### src/rtl/hazard_pkg.sv
// rtl/hazard_pkg.sv - shared types and constants for the pipeline hazard controller
package hazard_pkg;

    typedef enum logic [1:0] {
        RUN       = 2'd0,
        CSR_DRAIN = 2'd1,
        CSR_ISSUE = 2'd2,
        REDIRECT  = 2'd3
    } hz_state_e;

    localparam int         CNT_W_DEFAULT = 2;
    localparam logic [4:0] X0            = 5'd0;

endpackage

### src/rtl/reg_scoreboard.sv
// rtl/reg_scoreboard.sv - per-register pending-write counters with two read lookups
module reg_scoreboard
    import hazard_pkg::*;
#(
    parameter int NREG  = 32,
    parameter int CNT_W = CNT_W_DEFAULT,
    parameter int IDX_W = 5
) (
    input  logic             clk,
    input  logic             reset,
    input  logic             inc_en,
    input  logic [IDX_W-1:0] inc_idx,
    input  logic             dec_en,
    input  logic [IDX_W-1:0] dec_idx,
    input  logic [IDX_W-1:0] look_a_idx,
    input  logic [IDX_W-1:0] look_b_idx,
    output logic [CNT_W-1:0] pend_a,
    output logic [CNT_W-1:0] pend_b,
    output logic             fault
);

    localparam logic [CNT_W-1:0] CNT_MAX = '1;

    logic [CNT_W-1:0] pend_q [NREG];
    logic [CNT_W-1:0] pend_d [NREG];

    always_comb begin
        fault = 1'b0;
        for (int i = 0; i < NREG; i++) begin
            pend_d[i] = pend_q[i];
            // Entry 0 stays 0 so x0 never looks pending; same-register inc+dec nets out.
            if (i != 0) begin
                if (inc_en && inc_idx == IDX_W'(i) && !(dec_en && dec_idx == IDX_W'(i))) begin
                    if (pend_q[i] == CNT_MAX) fault = 1'b1;
                    else                      pend_d[i] = pend_q[i] + 1'b1;
                end else if (dec_en && dec_idx == IDX_W'(i) && !(inc_en && inc_idx == IDX_W'(i))) begin
                    if (pend_q[i] == '0) fault = 1'b1;
                    else                 pend_d[i] = pend_q[i] - 1'b1;
                end
            end
        end
    end

    always_ff @(posedge clk or posedge reset) begin
        if (reset) begin
            for (int i = 0; i < NREG; i++) pend_q[i] <= '0;
        end else begin
            pend_q <= pend_d;
        end
    end

    assign pend_a = pend_q[look_a_idx];
    assign pend_b = pend_q[look_b_idx];

endmodule

### src/rtl/pipe_hazard_ctrl.sv
// rtl/pipe_hazard_ctrl.sv - ID issue/stall/flush decision for the 5-stage pipeline
module pipe_hazard_ctrl
    import hazard_pkg::*;
#(
    parameter int NREG         = 32,
    parameter int CNT_W        = CNT_W_DEFAULT,
    parameter int FLUSH_CYCLES = 1
) (
    input  logic       clk,
    input  logic       reset,
    input  logic       id_valid,
    input  logic [4:0] id_rs1,
    input  logic [4:0] id_rs2,
    input  logic       id_uses_rs1,
    input  logic       id_uses_rs2,
    input  logic [4:0] id_rd,
    input  logic       id_reg_write,
    input  logic       id_csr,
    input  logic       ex_redirect,
    input  logic       wb_retire,
    input  logic       wb_reg_write,
    input  logic [4:0] wb_rd,
    output logic       issue,
    output logic       stall,
    output logic       flush_id,
    output logic       bubble_ex,
    output logic       csr_busy,
    output logic       err
);

    localparam int               FC_W     = (FLUSH_CYCLES > 1) ? $clog2(FLUSH_CYCLES) : 1;
    localparam logic [FC_W-1:0]  FC_LOAD  = FC_W'(FLUSH_CYCLES - 1);
    localparam logic [CNT_W-1:0] INFL_MAX = '1;

    hz_state_e        state_q, state_d;
    logic [FC_W-1:0]  flush_cnt_q, flush_cnt_d;
    logic [CNT_W-1:0] inflight_q, inflight_d;
    logic             err_q, err_d;

    logic [CNT_W-1:0] pend_rs1, pend_rs2;
    logic             sb_fault, infl_fault, raw, sb_inc, sb_dec;

    reg_scoreboard #(
        .NREG  (NREG),
        .CNT_W (CNT_W),
        .IDX_W (5)
    ) u_scoreboard (
        .clk        (clk),
        .reset      (reset),
        .inc_en     (sb_inc),
        .inc_idx    (id_rd),
        .dec_en     (sb_dec),
        .dec_idx    (wb_rd),
        .look_a_idx (id_rs1),
        .look_b_idx (id_rs2),
        .pend_a     (pend_rs1),
        .pend_b     (pend_rs2),
        .fault      (sb_fault)
    );

    // A register retiring this very cycle still reads as pending: the write lands at the edge.
    always_comb begin
        raw       = (id_uses_rs1 && id_rs1 != X0 && pend_rs1 != '0) ||
                    (id_uses_rs2 && id_rs2 != X0 && pend_rs2 != '0);
        flush_id  = ex_redirect || (state_q == REDIRECT);
        stall     = !flush_id && id_valid &&
                    (raw || state_q == CSR_DRAIN || (state_q == RUN && id_csr));
        issue     = id_valid && !stall && !flush_id;
        bubble_ex = (id_valid || flush_id) && !issue;
        csr_busy  = (state_q == CSR_DRAIN) || (state_q == CSR_ISSUE);
        err       = err_q;
        sb_inc    = issue && id_reg_write && id_rd != X0;
        sb_dec    = wb_retire && wb_reg_write && wb_rd != X0;
    end

    always_comb begin
        infl_fault = 1'b0;
        inflight_d = inflight_q;
        if (issue && !wb_retire) begin
            if (inflight_q == INFL_MAX) infl_fault = 1'b1;
            else                        inflight_d = inflight_q + 1'b1;
        end else if (wb_retire && !issue) begin
            if (inflight_q == '0) infl_fault = 1'b1;
            else                  inflight_d = inflight_q - 1'b1;
        end
        err_d = err_q || sb_fault || infl_fault;
    end

    always_comb begin
        state_d     = state_q;
        flush_cnt_d = flush_cnt_q;
        if (ex_redirect) begin
            flush_cnt_d = FC_LOAD;
            state_d     = (FC_LOAD == '0) ? RUN : REDIRECT;
        end else begin
            case (state_q)
                RUN:       if (id_valid && id_csr) state_d = CSR_DRAIN;
                CSR_DRAIN: if (inflight_q == '0 && !wb_retire) state_d = CSR_ISSUE;
                CSR_ISSUE: if (issue) state_d = RUN;
                REDIRECT: begin
                    if (flush_cnt_q != '0) flush_cnt_d = flush_cnt_q - 1'b1;
                    if (flush_cnt_q <= FC_W'(1)) state_d = RUN;
                end
                default:   state_d = RUN;
            endcase
        end
    end

    always_ff @(posedge clk or posedge reset) begin
        if (reset) begin
            state_q     <= RUN;
            flush_cnt_q <= '0;
            inflight_q  <= '0;
            err_q       <= 1'b0;
        end else begin
            state_q     <= state_d;
            flush_cnt_q <= flush_cnt_d;
            inflight_q  <= inflight_d;
            err_q       <= err_d;
        end
    end

endmodule

### config.mk
export PLATFORM = sky130hd
export DESIGN_NAME = pipe_hazard_ctrl
export DESIGN_NICKNAME = d
export VERILOG_FILES = /design/src/rtl/hazard_pkg.sv /design/src/rtl/reg_scoreboard.sv /design/src/rtl/pipe_hazard_ctrl.sv
export SDC_FILE = /design/constraint.sdc
export NUM_CORES = 1
export LEC_CHECK = 0
export ABC_AREA = 0
export ABC_CLOCK_PERIOD_IN_PS = 4490
export CAP_MARGIN = 20
export CORE_MARGIN = 2
export CORE_UTILIZATION = 29
export CTS_BUF_LIST = sky130_fd_sc_hd__clkbuf_4 sky130_fd_sc_hd__clkbuf_8 sky130_fd_sc_hd__clkbuf_16
export DETAILED_ROUTE_END_ITERATION = 8
export SLEW_MARGIN = 10
export SYNTH_ARGS = -nofsm -noshare
export SYNTH_HDL_FRONTEND = slang
export SYNTH_SLANG_ARGS = --single-unit
### constraint.sdc
create_clock -name clk -period 4.49 [get_ports clk]
set_clock_uncertainty 0.15 [all_clocks]
set_input_delay 0.898 -clock clk [delete_from_list [all_inputs] [get_ports clk]]
set_output_delay 0.898 -clock clk [all_outputs]
set_load 0.1 [all_outputs]
==> results_tabular.tex, run 1 <==
\begin{tabular}{lr}
\hline
Metric & Value \\
\hline
\multicolumn{2}{l}{\textbf{Run status}} \\
Status & finished, final reports clean \\
\multicolumn{2}{l}{\textbf{Yosys}} \\
Average size of a mapped cell & 7.40 um2 \\
Fraction of synthesis flops using an asynchronous set or reset pin & 100\% \\
Mapped Cells & 770 \\
Number of nets in the synthesized netlist & 806 \\
Most instantiated flip-flop cell in the synthesis netlist & dfrtp\_1 \\
Post-synth EDFFs & 0 \\
Share of synthesized area occupied by flip-flops and latches & 29.4\% \\
Syn. warnings & 0 \\
Cell Area, Synth & 5700 um2 \\
Number of distinct library cell variants in the gate-level netlist after synthesis & 83 \\
\#FFs+latches synth & 67 \\
\multicolumn{2}{l}{\textbf{Detailed routing}} \\
Detailed-route DRC error count & 0 \\
Detailed-route vias per instance & 5.68 \\
Routed via count & 6404 \\
DR iter-0 viols & 718 \\
WL/cell & 19.2 um \\
Final ANT Viol Nets & 0 \\
Drt pass-1 iters & 5 \\
Wirelength, routed & 21600 um \\
\multicolumn{2}{l}{\textbf{Clock network}} \\
Clock network latency to the later pin of the worst-skew pair & 350 ps \\
CTS tree & done \\
Clk sink count & 67 \\
Number of clock buffers inserted by TritonCTS & 9 \\
Clock transition time at the flip-flop clock pins of the worst setup and hold paths & 60 ps \\
CTS Buffer Depth & 2 \\
Cell at the root of the clock tree & clkbuf\_16 \\
Number of H-tree levels & 3 \\
\multicolumn{2}{l}{\textbf{Place}} \\
Dpl cells & 1110 \\
Area after detailed placement & 6800 um2 \\
Port-buffer cells & 35 \\
Routability cong. & 1.04 \\
Post-DP HPWL & 17300 um \\
\multicolumn{2}{l}{\textbf{STA}} \\
Setup repair after global routing missed its margin & no \\
Final count of hold timing violations & 0 \\
Number of setup violations in the final report & 0 \\
Fmax & 234 MHz \\
Final Cycle Share & 95.2\% \\
Post-route minimum period & 4270 ps \\
Final number of max-transition violations & 0 \\
Transition at the pin with the smallest max-transition slack & 972 ps \\
Worst slew margin & 35.0\% \\
Sum of negative setup slack & 0 ps \\
\multicolumn{2}{l}{\textbf{Worst setup path}} \\
Startpoint types & input port \\
Arrival time at the worst endpoint & 4340 ps \\
CP Data Required Time & 4560 ps \\
Most numerous cell on the critical path & nand4\_1 \\
Series of cell instances along the critical path & clkdlybuf4s50\_1 > buf\_4 > nor4\_1 > a32oi\_1 > a31o\_2 > and3\_1 > nand2\_4 > nor2\_4 > ha\_1 > and2\_1 > a211oi\_2 > o311ai\_2 > nor2\_1 > nand4\_1 > o22ai\_2 > o221ai\_2 > nor4\_2 > nand4\_1 \\
Crit path capture type & flop \\
Category of cells accounting for the largest share of critical-path delay & simple AND/OR/NAND/NOR gates \\
Slowest cell on the critical path & clkdlybuf4s50\_1 \\
Largest driver fanout on the critical path & 5 \\
Number of buffers and inverters on the critical path & 2 \\
Largest incremental delay on the critical path & 500 ps \\
Critical path class & in -> reg \\
\multicolumn{2}{l}{\textbf{Cells and area}} \\
Utilization of the core after routing & 37.1\% \\
Highest-count cells in the layout ignoring fill and taps & nand2\_1 (104), nor2\_1 (96), buf\_4 (70) \\
Count of placed standard cells in the final layout, fillers left out & 1128 \\
Syn-to-layout area delta & 26.3\% \\
Layout cells sized above 1 & 16.5\% \\
Number of filler instances in the final layout & 2054 \\
Antenna fix cells & 0 \\
Final-stage net count & 894 \\
Most frequent standard cell in the layout excluding fill and tap cells & nand2\_1 \\
Final design instance area without fill & 7200 um2 \\
\multicolumn{2}{l}{\textbf{Die}} \\
Die area & 20800 um2 \\
Area of the placeable core & 19400 um2 \\
Floorplan die width & 144 um \\
Number of top-level pins & 36 \\
Die outline height & 144 um \\
Standard-cell row count & 51 \\
Effective utilization at floorplan & 29.4\% \\
\multicolumn{2}{l}{\textbf{Power and ir drop}} \\
Share of power burned in combinational logic & 31.1\% \\
Internal power & 1440 uW \\
Peak ir drop on the vdd network & 138 uV \\
Net switching power of the design & 846 uW \\
Part of the power in the clock network & 35.1\% \\
Sequential group share of total power & 33.8\% \\
Static leakage & 0.00282 uW \\
Power density over the cells & 318 nW/um2 \\
Sw Share & 37.0\% \\
\multicolumn{2}{l}{\textbf{GRT}} \\
Overall fraction of global-route tracks in use & 21.2\% \\
Number of antenna violations at the first check in global routing & 0 \\
Global-route wire length before repair & 33200 um \\
Vias in the first global route & 5830 \\
Overflow after GRT & 0 \\
Pin count of the biggest net entering global routing & 29 \\
\multicolumn{2}{l}{\textbf{Flow run}} \\
Max-cap violations & 0 \\
\multicolumn{2}{l}{\textbf{Hold path}} \\
Path type of the worst min-delay path & reg -> reg \\
\hline
\end{tabular}
cell families after synthesis:
| kind of cell | after synthesis | share of synthesized area [%] |
|---|---|---|
| DFF | 67 | 29.4 |
| buffers and inverters | 69 | 5.53 |
| AOI/OAI and AO/OA | 217 | 24.4 |
| adders and majority gates | 6 | 1.32 |
| muxes | 16 | 4.46 |
| and+or+nand+nor | 395 | 34.9 |
stage by stage:
stage	power [uW]	hold WS, ps	worst slack, ps
after floorplan	1210	328	-186
after global placement	1470	361	-376
after detailed placement	1470	369	-586
after CTS	2280	387	13.0
after global routing	2390	403	4.05
final	2290	386	217
worst paths after layout:
kind | to | start | cells after the start | slack [ps]
setup / recovery | err | id_rs2[3] | 18 | 220
hold reg to reg | u_scoreboard.pend_q[4] | u_scoreboard.pend_q[4] | 1 | 390
hold / removal | u_scoreboard.pend_q[4] | u_scoreboard.pend_q[4] | 1 | 390
max in group asynchronous | u_scoreboard.pend_q[12] | reset | 3 | 2630
setup reg to reg | err | u_scoreboard.pend_q[19] | 16 | 430
min in group asynchronous | state_q[0] | reset | 2 | 780
cells in the mapped netlist (7+ instances only):
master / count / area [um2]
nor3b_1: 7 / 52.6
nand3_1: 42 / 210
mux2i_1: 9 / 90.1
nand4_1: 18 / 113
o21ai_0: 58 / 290
a21oi_1: 59 / 295
o211ai_1: 12 / 90.1
and3_1: 9 / 56.3
nand2b_1: 11 / 68.8
dfrtp_1: 67 / 1680
nor2_1: 98 / 368
clkbuf_1: 17 / 63.8
nor4_1: 9 / 56.3
nand2_1: 104 / 390
a211oi_1: 10 / 75.1
nor2b_1: 11 / 68.8
or2_2: 7 / 43.8
inv_1: 39 / 146
a31oi_1: 7 / 43.8
nor3_1: 41 / 205
repair_timing:
action / 4_1_cts / 5_1_grt
endpoints found under the setup margin: 3 / 1
hold buffers: 0 / 0
pin swaps: 1 / 6
resized for setup: 7 / 12
buffers inserted: 0 / 2
cell type report:
| type | instances | area (um2) | area share, % |
|---|---|---|---|
| clock inverters | 6 | 88.8 | 1.23 |
| well taps | 265 | 332 | 4.61 |
| repair buffers | 107 | 947 | 13.2 |
| multi-input cells | 634 | 3770 | 52.4 |
| clock buffers | 10 | 239 | 3.32 |
| flip-flops and latches | 67 | 1680 | 23.3 |
| inverters | 39 | 146 | 2.03 |
power groups by stage:
stage | registers [uW] | clock network, uW | logic, uW
6_report | 772 | 803 | 711
5_1_grt | 784 | 852 | 757
4_1_cts | 769 | 818 | 694
3_5_place_dp | 779 | 0 | 691
3_3_place_gp | 777 | 0 | 690
2_1_floorplan | 733 | 0 | 479
registers in the layout, summed over array words and instances, names as in the netlist:
signal / flops
state_q: 2
err: 1
inflight_q: 2
u_scoreboard.pend_q: 62
layer usage:
layer  wire length (um)  track usage (%)  vias to the layer above
li1                   -                -                     3014
met1               9820             29.0                     3020
met2               9280             32.2                      305
met3               1590             4.67                       65
met4                946             9.40                        0
met5                  0                0                        -
Note: power is estimated with default switching activity, not from simulation.
==> run 2, diff against run 1 <==
--- a/config.mk
+++ b/config.mk
@@ -10,7 +10,6 @@
 export CAP_MARGIN = 20
 export CORE_MARGIN = 2
 export CORE_UTILIZATION = 29
-export CTS_BUF_LIST = sky130_fd_sc_hd__clkbuf_4 sky130_fd_sc_hd__clkbuf_8 sky130_fd_sc_hd__clkbuf_16
 export DETAILED_ROUTE_END_ITERATION = 8
 export SLEW_MARGIN = 10
 export SYNTH_ARGS = -nofsm -noshare
==> results of run 2 <==
Same layout as run 1: the final DEF is identical, and so are final timing and power.
